### src/rtl/cla_sum.sv
// Final sum stage behind the 64-bit prefix-carry pipeline: forms sum/carry-out from
// group generate/propagate and buffers results in a FIFO with credit-based in_ready.
module cla_sum #(
   parameter int LAT   = 7,
   parameter int DEPTH = 8
) (
   input  logic             clk,
   input  logic             rst,
   input  logic             in_valid,
   output logic             in_ready,
   input  logic             cin,
   input  logic [63:0][7:0] y,
   input  logic [63:0]      c,
   input  logic [63:0]      d,
   output logic [63:0]      sum,
   output logic             cout,
   output logic             out_valid,
   input  logic             out_ready,
   output logic             ovf,
   output logic [15:0]      res_cnt
);

   localparam int AW = (DEPTH > 1) ? $clog2(DEPTH) : 1;
   localparam int CW = $clog2(DEPTH + 1);
   localparam int IW = $clog2(LAT + 1) + 1;

   // Carry into bit i from the prefix of bits below it; element 64 is the carry-out.
   function automatic logic [64:0] carry_vec(input logic [63:0][7:0] gp, input logic ci);
      logic [64:0] cv;
      cv[0] = ci;
      for (int i = 1; i <= 64; i++) begin
         cv[i] = gp[i-1][0] | (gp[i-1][1] & ci);
      end
      return cv;
   endfunction

   function automatic logic [AW-1:0] ptr_inc(input logic [AW-1:0] p);
      return (p == AW'(DEPTH - 1)) ? '0 : p + AW'(1);
   endfunction

   logic [LAT-1:0] vld_p;
   logic           v_last;
   logic [IW-1:0]  inflight;
   logic [AW-1:0]  wptr;
   logic [AW-1:0]  rptr;
   logic [CW-1:0]  fcnt;
   logic [64:0]    mem [DEPTH];
   logic [64:0]    cv;
   logic [64:0]    res_w;
   logic [64:0]    head;
   logic           full;
   logic           push;
   logic           pop;
   logic           drop;
   logic [5:0]     y_unused;

   always_comb begin
      y_unused = '0;
      for (int i = 0; i < 64; i++) begin
         y_unused = y_unused ^ y[i][7:2];
      end
   end

   // Stage boundary: vld_p[LAT-1] lines up with y/c/d coming out of the prefix pipeline.
   assign v_last = vld_p[LAT-1];

   assign cv    = carry_vec(y, cin);
   assign res_w = {cv[64], c ^ d ^ cv[63:0]};

   assign full      = (fcnt == CW'(DEPTH));
   assign out_valid = (fcnt != '0);
   assign pop       = out_valid & out_ready;
   assign push      = v_last & (~full | pop);
   assign drop      = v_last & full & ~pop;
   assign in_ready  = (32'(inflight) + 32'(fcnt)) < 32'(DEPTH);

   always_ff @(posedge clk or negedge rst) begin
      if (!rst) begin
         vld_p    <= '0;
         inflight <= '0;
         wptr     <= '0;
         rptr     <= '0;
         fcnt     <= '0;
         ovf      <= 1'b0;
         res_cnt  <= '0;
      end else begin
         vld_p[0] <= in_valid;
         for (int i = 1; i < LAT; i++) begin
            vld_p[i] <= vld_p[i-1];
         end
         case ({in_valid, v_last})
            2'b10:   inflight <= inflight + IW'(1);
            2'b01:   inflight <= inflight - IW'(1);
            default: ;
         endcase
         if (push) wptr <= ptr_inc(wptr);
         if (pop)  rptr <= ptr_inc(rptr);
         case ({push, pop})
            2'b10:   fcnt <= fcnt + CW'(1);
            2'b01:   fcnt <= fcnt - CW'(1);
            default: ;
         endcase
         if (drop) ovf <= 1'b1;
         if (pop)  res_cnt <= res_cnt + 16'd1;
      end
   end

   // Storage carries no reset; validity comes entirely from fcnt.
   always_ff @(posedge clk) begin
      if (push) mem[wptr] <= res_w;
   end

   assign head = mem[rptr];
   assign sum  = out_valid ? head[63:0] : '0;
   assign cout = out_valid ? head[64] : 1'b0;

endmodule

### config.mk
export PLATFORM = sky130hd
export DESIGN_NAME = cla_sum
export DESIGN_NICKNAME = d
export VERILOG_FILES = /design/src/rtl/cla_sum.sv
export SDC_FILE = /design/constraint.sdc
export NUM_CORES = 1
export LEC_CHECK = 0
export CAP_MARGIN = 20
export CORE_AREA = 2 2 282 284
export CTS_BUF_LIST = sky130_fd_sc_hd__clkbuf_8
export CTS_CLUSTER_DIAMETER = 50
export DETAILED_ROUTE_END_ITERATION = 10
export DIE_AREA = 0 0 284 286
export DONT_BUFFER_PORTS = 1
export PLACE_DENSITY = 0.5
export SETUP_SLACK_MARGIN = 0.2
export SYNTH_ARGS = -nofsm -noshare
export SYNTH_HDL_FRONTEND = slang
export SYNTH_SLANG_ARGS = --single-unit
### constraint.sdc
create_clock -name clk -period 7.2 [get_ports clk]
set_clock_uncertainty 0.1 [all_clocks]
set_input_delay 1.44 -clock clk [delete_from_list [all_inputs] [get_ports clk]]
set_output_delay 1.44 -clock clk [all_outputs]
set_load 0.02 [all_outputs]
==> reports/metrics.cfg, run 1 <==
[die]
die_area_sq_mm = 0.0812
die_x_um = 284
io_pins = 729
rows = 103
start_util_pct = 29.5
chipHeight_um = 286
coreArea_sq_mm = 0.0784

[final_layout]
final_cells = 2395
multi_input_area_sq_mm = 0.00626
syn_to_final_growth_pct = 13.3
design_area_sq_mm = 0.0262
register_area_sq_mm = 0.0166
nFillCells = 7554
drive_gt1_share_pct = 22.8
fin_nets = 1925

[critical_path]
worst_r2r_path_depth = 5
end_kind = output port
start_kind = flip-flop
r2r_start = fcnt[1]$_DFFE_PN0P_
r2r_end = mem[2][29]$_DFFE_PP_
crit_fanout = 34
cp_slowest_stage_delay_ns = 0.89
cp-endpoint = sum[21]
critPathArrivalTime_ns = 3.29
startpoint = rptr[0]$_DFFE_PN0N_
crit_slowest_cell = dfrtp_4
worstPathCellList = buf_4, mux4_2, mux2i_1, nor2_1
crit_type = flip-flop to output port
rrSetupSlack_ns = 3.99
worstPathRequired_ns = 5.66

[sta]
setup_tns_ns = 0
hold_viol = 0
worstMarginPinSlew_ns = 1.04
finalMaxSlewViolations = 0
period_minus_slack_ns = 4.83
grt_setup_unrepaired = no
finalCritPeriodShare_pct = 67.0
setup_viol = 0
maxSlewHeadroom_pct = 30.8
fmax_mhz = 207

[clock_tree]
cts_hold_buf = 0
cts_buffers = 97
clk_pin_slew_ns = 0.06
post_cts_buffers = 0
clock_latency_ns = 0.68
cts_buffer_depth = 3
tritoncts = done
post_cts_resized = 0
h-tree-depth = 3
root_buffer = clkbuf_8
clock-sinks = 558

[placement]
placed_cells = 2217
placed_area_sq_mm = 0.0244
numPortBuffers = 0
gp_congestion = 0.706
dp_hpwl_um = 29100

[yosys]
synth_top_area_cell = edfxtp_1
syn_inst = 1202
avgSynthCellArea_sq_um = 19.2
yosys_most_used_dff = edfxtp_1
synth_area_sq_mm = 0.0231
yosysSeqAreaShare_pct = 71.6
syn_nets = 1860
synth_async_sr_flop_share_pct = 6.81
synth.most_common_cell = edfxtp_1
ys_ff_latch = 558
yosys_warnings = 0
synth-edff-count = 520
synth_area_leaders = edfxtp_1, mux4_2, dfrtp_1
synth_cell_type_count = 46
synth_top_area_share_pct = 67.5
synthTopCellsByCount = edfxtp_1, mux4_2, nor2_1, xnor2_1, xor2_1

[power_and_ir_drop]
p_int_mw = 6.71
ir_drop_mv = 0.251
power_density_mw_per_mm2 = 391
power_frac_comb_pct = 30.1
swShare_pct = 34.5
pwr-share-seq_pct = 43.9
switchingPower_mw = 3.54
p_leak_nw = 8.60
p_clk_share_pct = 26.0
p_total_mw = 10.2

[global_routing]
grt_overflow = 0
antenna_found_initial = 1
grt_max_degree = 66
grt_pass1_wl_um = 76800
grt_pass1_vias = 12000
track_usage_pct = 12.8

[detailed_routing]
totalWireLength_um = 52200
vias = 11100
drt-wirelength-per-cell_um = 21.8
viasPerCell = 4.65
drtAntennaViolNets = 0
drc_errors = 0
firstDrtPassIters = 6
drtIter0Drc = 670

[run_status]
status = completed

[job]
maxCapViolations = 0

[hold_path]
min_path_type = flip-flop to flip-flop

==> layer usage <==
layer	up-vias	global-route usage, %	wire length, um
li1	4907	-	-
met1	5849	16.4	22600
met2	333	21.8	26200
met3	50	2.42	2510
met4	0	4.16	844
met5	-	0	0
==> layout make-up <==
class / count / area share (%)
flip-flops and latches: 558 / 63.2
multi-input cells: 574 / 23.9
clock buffers: 102 / 5.35
well taps: 1050 / 5.01
clock inverters: 74 / 1.58
repair buffers: 24 / 0.783
inverters: 12 / 0.172
diodes: 1 / 0.00954
==> sequential cells by signal, summed over array words and instances, names as in the netlist <==
signal,cells
fcnt,4
inflight,4
mem,520
ovf,1
res_cnt,16
rptr,3
vld_p,7
wptr,3
==> worst min-delay path by stage <==
| stage | endpoint | cells after the start | startpoint |
|---|---|---|---|
| 6_report | vld_p[4]$_DFF_PN0_ | 0 | vld_p[3]$_DFF_PN0_ |
| 3_3_place_gp | vld_p[4]$_DFF_PN0_ | 0 | vld_p[3]$_DFF_PN0_ |
| 3_5_place_dp | vld_p[4]$_DFF_PN0_ | 0 | vld_p[3]$_DFF_PN0_ |
| 2_1_floorplan | vld_p[1]$_DFF_PN0_ | 0 | vld_p[0]$_DFF_PN0_ |
| 4_1_cts | vld_p[4]$_DFF_PN0_ | 0 | vld_p[3]$_DFF_PN0_ |
| 5_1_grt | vld_p[3]$_DFF_PN0_ | 0 | vld_p[2]$_DFF_PN0_ |
==> power by group through the flow <==
| stage | clock, mW | sequential (mW) | combinational [mW] |
|---|---|---|---|
| global placement | 0 | 4.56 | 3.18 |
| CTS | 2.78 | 4.52 | 3.22 |
| global route | 2.93 | 4.56 | 3.38 |
| detailed placement | 0 | 4.58 | 3.21 |
| finish | 2.67 | 4.49 | 3.08 |
| floorplan | 0 | 4.36 | 2.57 |
==> per-stage QoR <==
stage	setup slack (ns)	hold slack [ns]	util, %
5_1_grt	2.06	0.265	33.5
3_3_place_gp	2.95	0.234	31.1
6_report	2.37	0.246	33.5
2_1_floorplan	1.90	0.231	-
3_5_place_dp	2.98	0.236	31.1
4_1_cts	2.18	0.249	33.4
==> layout by cell type, fill, tap and decap left out, types with 3 or more instances in the layout <==
cell	n
o21ai_0	4
nor4_1	3
mux4_2	130
inv_1	44
mux2_2	3
edfxtp_1	520
nor3_1	3
nand3_1	9
clkinv_1	15
a21oi_1	67
nand2_1	12
xor2_1	70
dfrtp_4	3
buf_4	21
inv_6	3
clkinv_2	15
mux2i_1	68
nand2b_1	5
ha_1	12
nor2_4	6
clkinv_4	3
nor2_1	72
xnor2_1	76
clkbuf_8	102
dfrtp_1	35
nand4_1	5
a21o_1	3
==> cell families (layout without fill, tap and decap cells) <==
| group | Yosys count | after routing | synth area share, % |
|---|---|---|---|
| fa+ha+maj | 13 | 13 | 0.735 |
| mux | 202 | 202 | 15.8 |
| compound gates | 86 | 86 | 2.13 |
| flops | 558 | 558 | 71.6 |
| other cells | 0 | 1 | 0 |
| simple gates | 127 | 127 | 2.54 |
| xor+xnor | 146 | 146 | 5.53 |
| buf+inv | 70 | 212 | 1.66 |
==> worst max-delay path, delay by kind of cell (launching register included) <==
family                 cells  cell delay (ns)
muxes                      2             0.87
buffers and inverters      1             0.60
and+or+nand+nor            1             0.18
DFF                        1             0.89
No activity file was read; power rests on OpenSTA's default activity.
==> run 2, diff against run 1 <==
Clock period 7.2 ns to 4.7 ns, I/O delays scaled along.
==> reports/metrics.cfg, run 2 (synthesis results as in run 1) <==
[final_layout]
final_cell_mix = edfxtp_1, mux4_2, clkbuf_8  ; unchanged
biggestRegsByFlops = mem: 520 flops, res_cnt: 16 flops, vld_p: 7 flops  ; unchanged
final_common_cell = edfxtp_1  ; unchanged
fin_nets = 1936  ; was 1925
nFillCells = 7574  ; was 7554
largest_reg_flops = 520  ; unchanged
largest_register = mem  ; unchanged
syn_to_final_growth_pct = 13.8  ; was 13.3%
drive_gt1_share_pct = 22.4  ; was 22.8%

[critical_path]
critPathArrivalTime_ns = 3.05  ; was 3.29 ns
crit_slowest_cell = dfrtp_4  ; unchanged
crit_fanout = 35  ; was 34
end_kind = output port  ; unchanged
crit_family = flip-flops  ; unchanged
start_kind = flip-flop  ; unchanged
crit_type = flip-flop to output port  ; unchanged
worstPathRequired_ns = 3.66  ; was 5.66 ns
worstPathCellList = buf_4, mux4_2, mux2i_1, nor2_1  ; unchanged
cp_slowest_stage_delay_ns = 0.93  ; was 0.89 ns
critical_path_buf_inv_count = 1  ; unchanged

[placement]
post-place-ws_ns = 0.954  ; was 2.98 ns
dp_hpwl_um = 30700  ; was 29100 um
gp_congestion = 0.712  ; was 0.706
numPortBuffers = 0  ; unchanged

[global_routing]
grt_overflow = 0  ; unchanged
grt_max_degree = 66  ; unchanged
antenna_found_initial = 4  ; was 1
track_usage_pct = 13.0  ; was 12.8%
grt_pass1_wl_um = 77500  ; was 76800 um
grt_pass1_vias = 12000  ; about the same

[sta]
worstMarginPinSlew_ns = 1.06  ; was 1.04 ns
fmax_mhz = 244
maxSlewHeadroom_pct = 29.6  ; was 30.8%
grt_setup_unrepaired = no  ; unchanged
finalMaxSlewViolations = 0  ; unchanged
setup_tns_ns = 0  ; unchanged
fin_ws_ns = 0.606  ; was 2.37 ns
hold_viol = 0  ; unchanged
finalCritPeriodShare_pct = 87.1
setup_viol = 0  ; unchanged
period_minus_slack_ns = 4.09

[detailed_routing]
viasPerCell = 4.66  ; was 4.65
vias = 11200  ; was 11100
drt-wirelength-per-cell_um = 22.0  ; was 21.8 um
firstDrtPassIters = 5  ; was 6
drc_errors = 0  ; unchanged
totalWireLength_um = 53100  ; was 52200 um
drtAntennaViolNets = 0  ; unchanged
drtIter0Drc = 765  ; was 670

[hold_path]
min_path_type = input pin to flip-flop  ; was flip-flop to flip-flop

[clock_tree]
tritoncts = done  ; unchanged
clock-sinks = 558  ; unchanged
post_cts_buffers = 0  ; unchanged
clk_pin_slew_ns = 0.06  ; about the same
clock_latency_ns = 0.67  ; was 0.68 ns
cts_buffers = 94  ; was 97
h-tree-depth = 3  ; unchanged
cts_buffer_depth = 3  ; unchanged
root_buffer = clkbuf_8  ; unchanged

[die]
die_x_um = 284  ; unchanged
chipHeight_um = 286  ; unchanged
coreArea_sq_mm = 0.0784  ; unchanged
rows = 103  ; unchanged
start_util_pct = 29.5  ; unchanged
die_area_sq_mm = 0.0812  ; unchanged
io_pins = 729  ; unchanged

[power_and_ir_drop]
ir_drop_mv = 0.328  ; was 0.251 mV
power_density_mw_per_mm2 = 599  ; was 391 mW/mm^2
p_leak_nw = 8.67  ; was 8.60 nW

[job]
maxCapViolations = 0  ; unchanged

[run_status]
status = completed  ; unchanged

-- run 2: changes by cell type in the layout (fill, tap and decap cells not counted), sizes merged --
| cell | change |
|---|---|
| buf | +14 |
| clkinvlp | +1 |
| dlygate4sd3 | +1 |
| inv | +9 |
| clkinv | -3 |
| clkbuf | -8 |
-- run 2: per-layer routing --
metal,vias to the layer above,share of wire [%],GRT usage [%]
met4,4,2.1,4.74
met1,5865,43,16.5
li1,4931,-,-
met3,71,4.7,2.58
met5,-,0.040,0
met2,358,50,22.1
-- run 2: path summary, 6_finish.rpt --
kind                                      from                      to  slack [ns]  cells after the start
max reg2reg                fcnt[0]$_DFFE_PN0P_     mem[7][5]$_DFFE_PP_        1.31                      5
min in group asynchronous                  rst  res_cnt[4]$_DFFE_PN0N_        0.63                      2
max in group asynchronous                  rst     rptr[0]$_DFFE_PN0N_        3.65                      2
min reg2reg                 vld_p[5]$_DFF_PN0_      vld_p[6]$_DFF_PN0_        0.24                      0
min                                   in_valid      vld_p[0]$_DFF_PN0_        0.19                      0
max                        rptr[0]$_DFFE_PN0N_                 sum[17]        0.61                      4
-- run 2: area by class of cell --
class / instances / area (sq um) / area share (%)
multi-input combinational: 574 / 6260 / 23.8
inverter: 12 / 45.0 / 0.171
timing repair buffer: 38 / 388 / 1.47
tap: 1050 / 1310 / 4.99
clock buffer: 95 / 1310 / 4.97
antenna: 1 / 2.50 / 0.00950
clock inverter: 81 / 443 / 1.68
sequential: 558 / 16600 / 63.0
-- run 2: power by group --
part,leakage [nW],internal [mW],switching [mW]
Combinational,2.44,1.90,2.95
Clock,1.03,2.02,1.98
Sequential,5.19,6.35,0.580
-- run 2: timing repair --
| item | CTS | global route |
|---|---|---|
| hold buffers | 2 | 0 |
| gates resized for setup | 0 | 0 |
| endpoints found under the hold margin | 38 | 0 |
-- run 2: per-stage QoR --
| step | cells | hold slack, ns | util [%] | area (sq um) | total power [mW] |
|---|---|---|---|---|---|
| after floorplan | 1202 | 0.231 | - | 23100 | 10.6 |
| after global placement | 2230 | 0.235 | 31.3 | 24500 | 12.0 |
| after detailed placement | 2230 | 0.237 | 31.3 | 24500 | 12.1 |
| after CTS | 2408 | 0.0921 | 33.6 | 26300 | 16.2 |
| after global routing | 2409 | 0.116 | 33.6 | 26300 | 16.7 |
| final | 2409 | 0.191 | 33.6 | 26300 | 15.8 |
-- run 2: worst reg2reg max path, delay by kind of cell (launching register included) --
kind	cells	cell delay (ns)
AOI/OAI and AO/OA	1	0.08
DFF	1	0.59
buffers and inverters	1	0.77
and+or+nand+nor	3	1.35
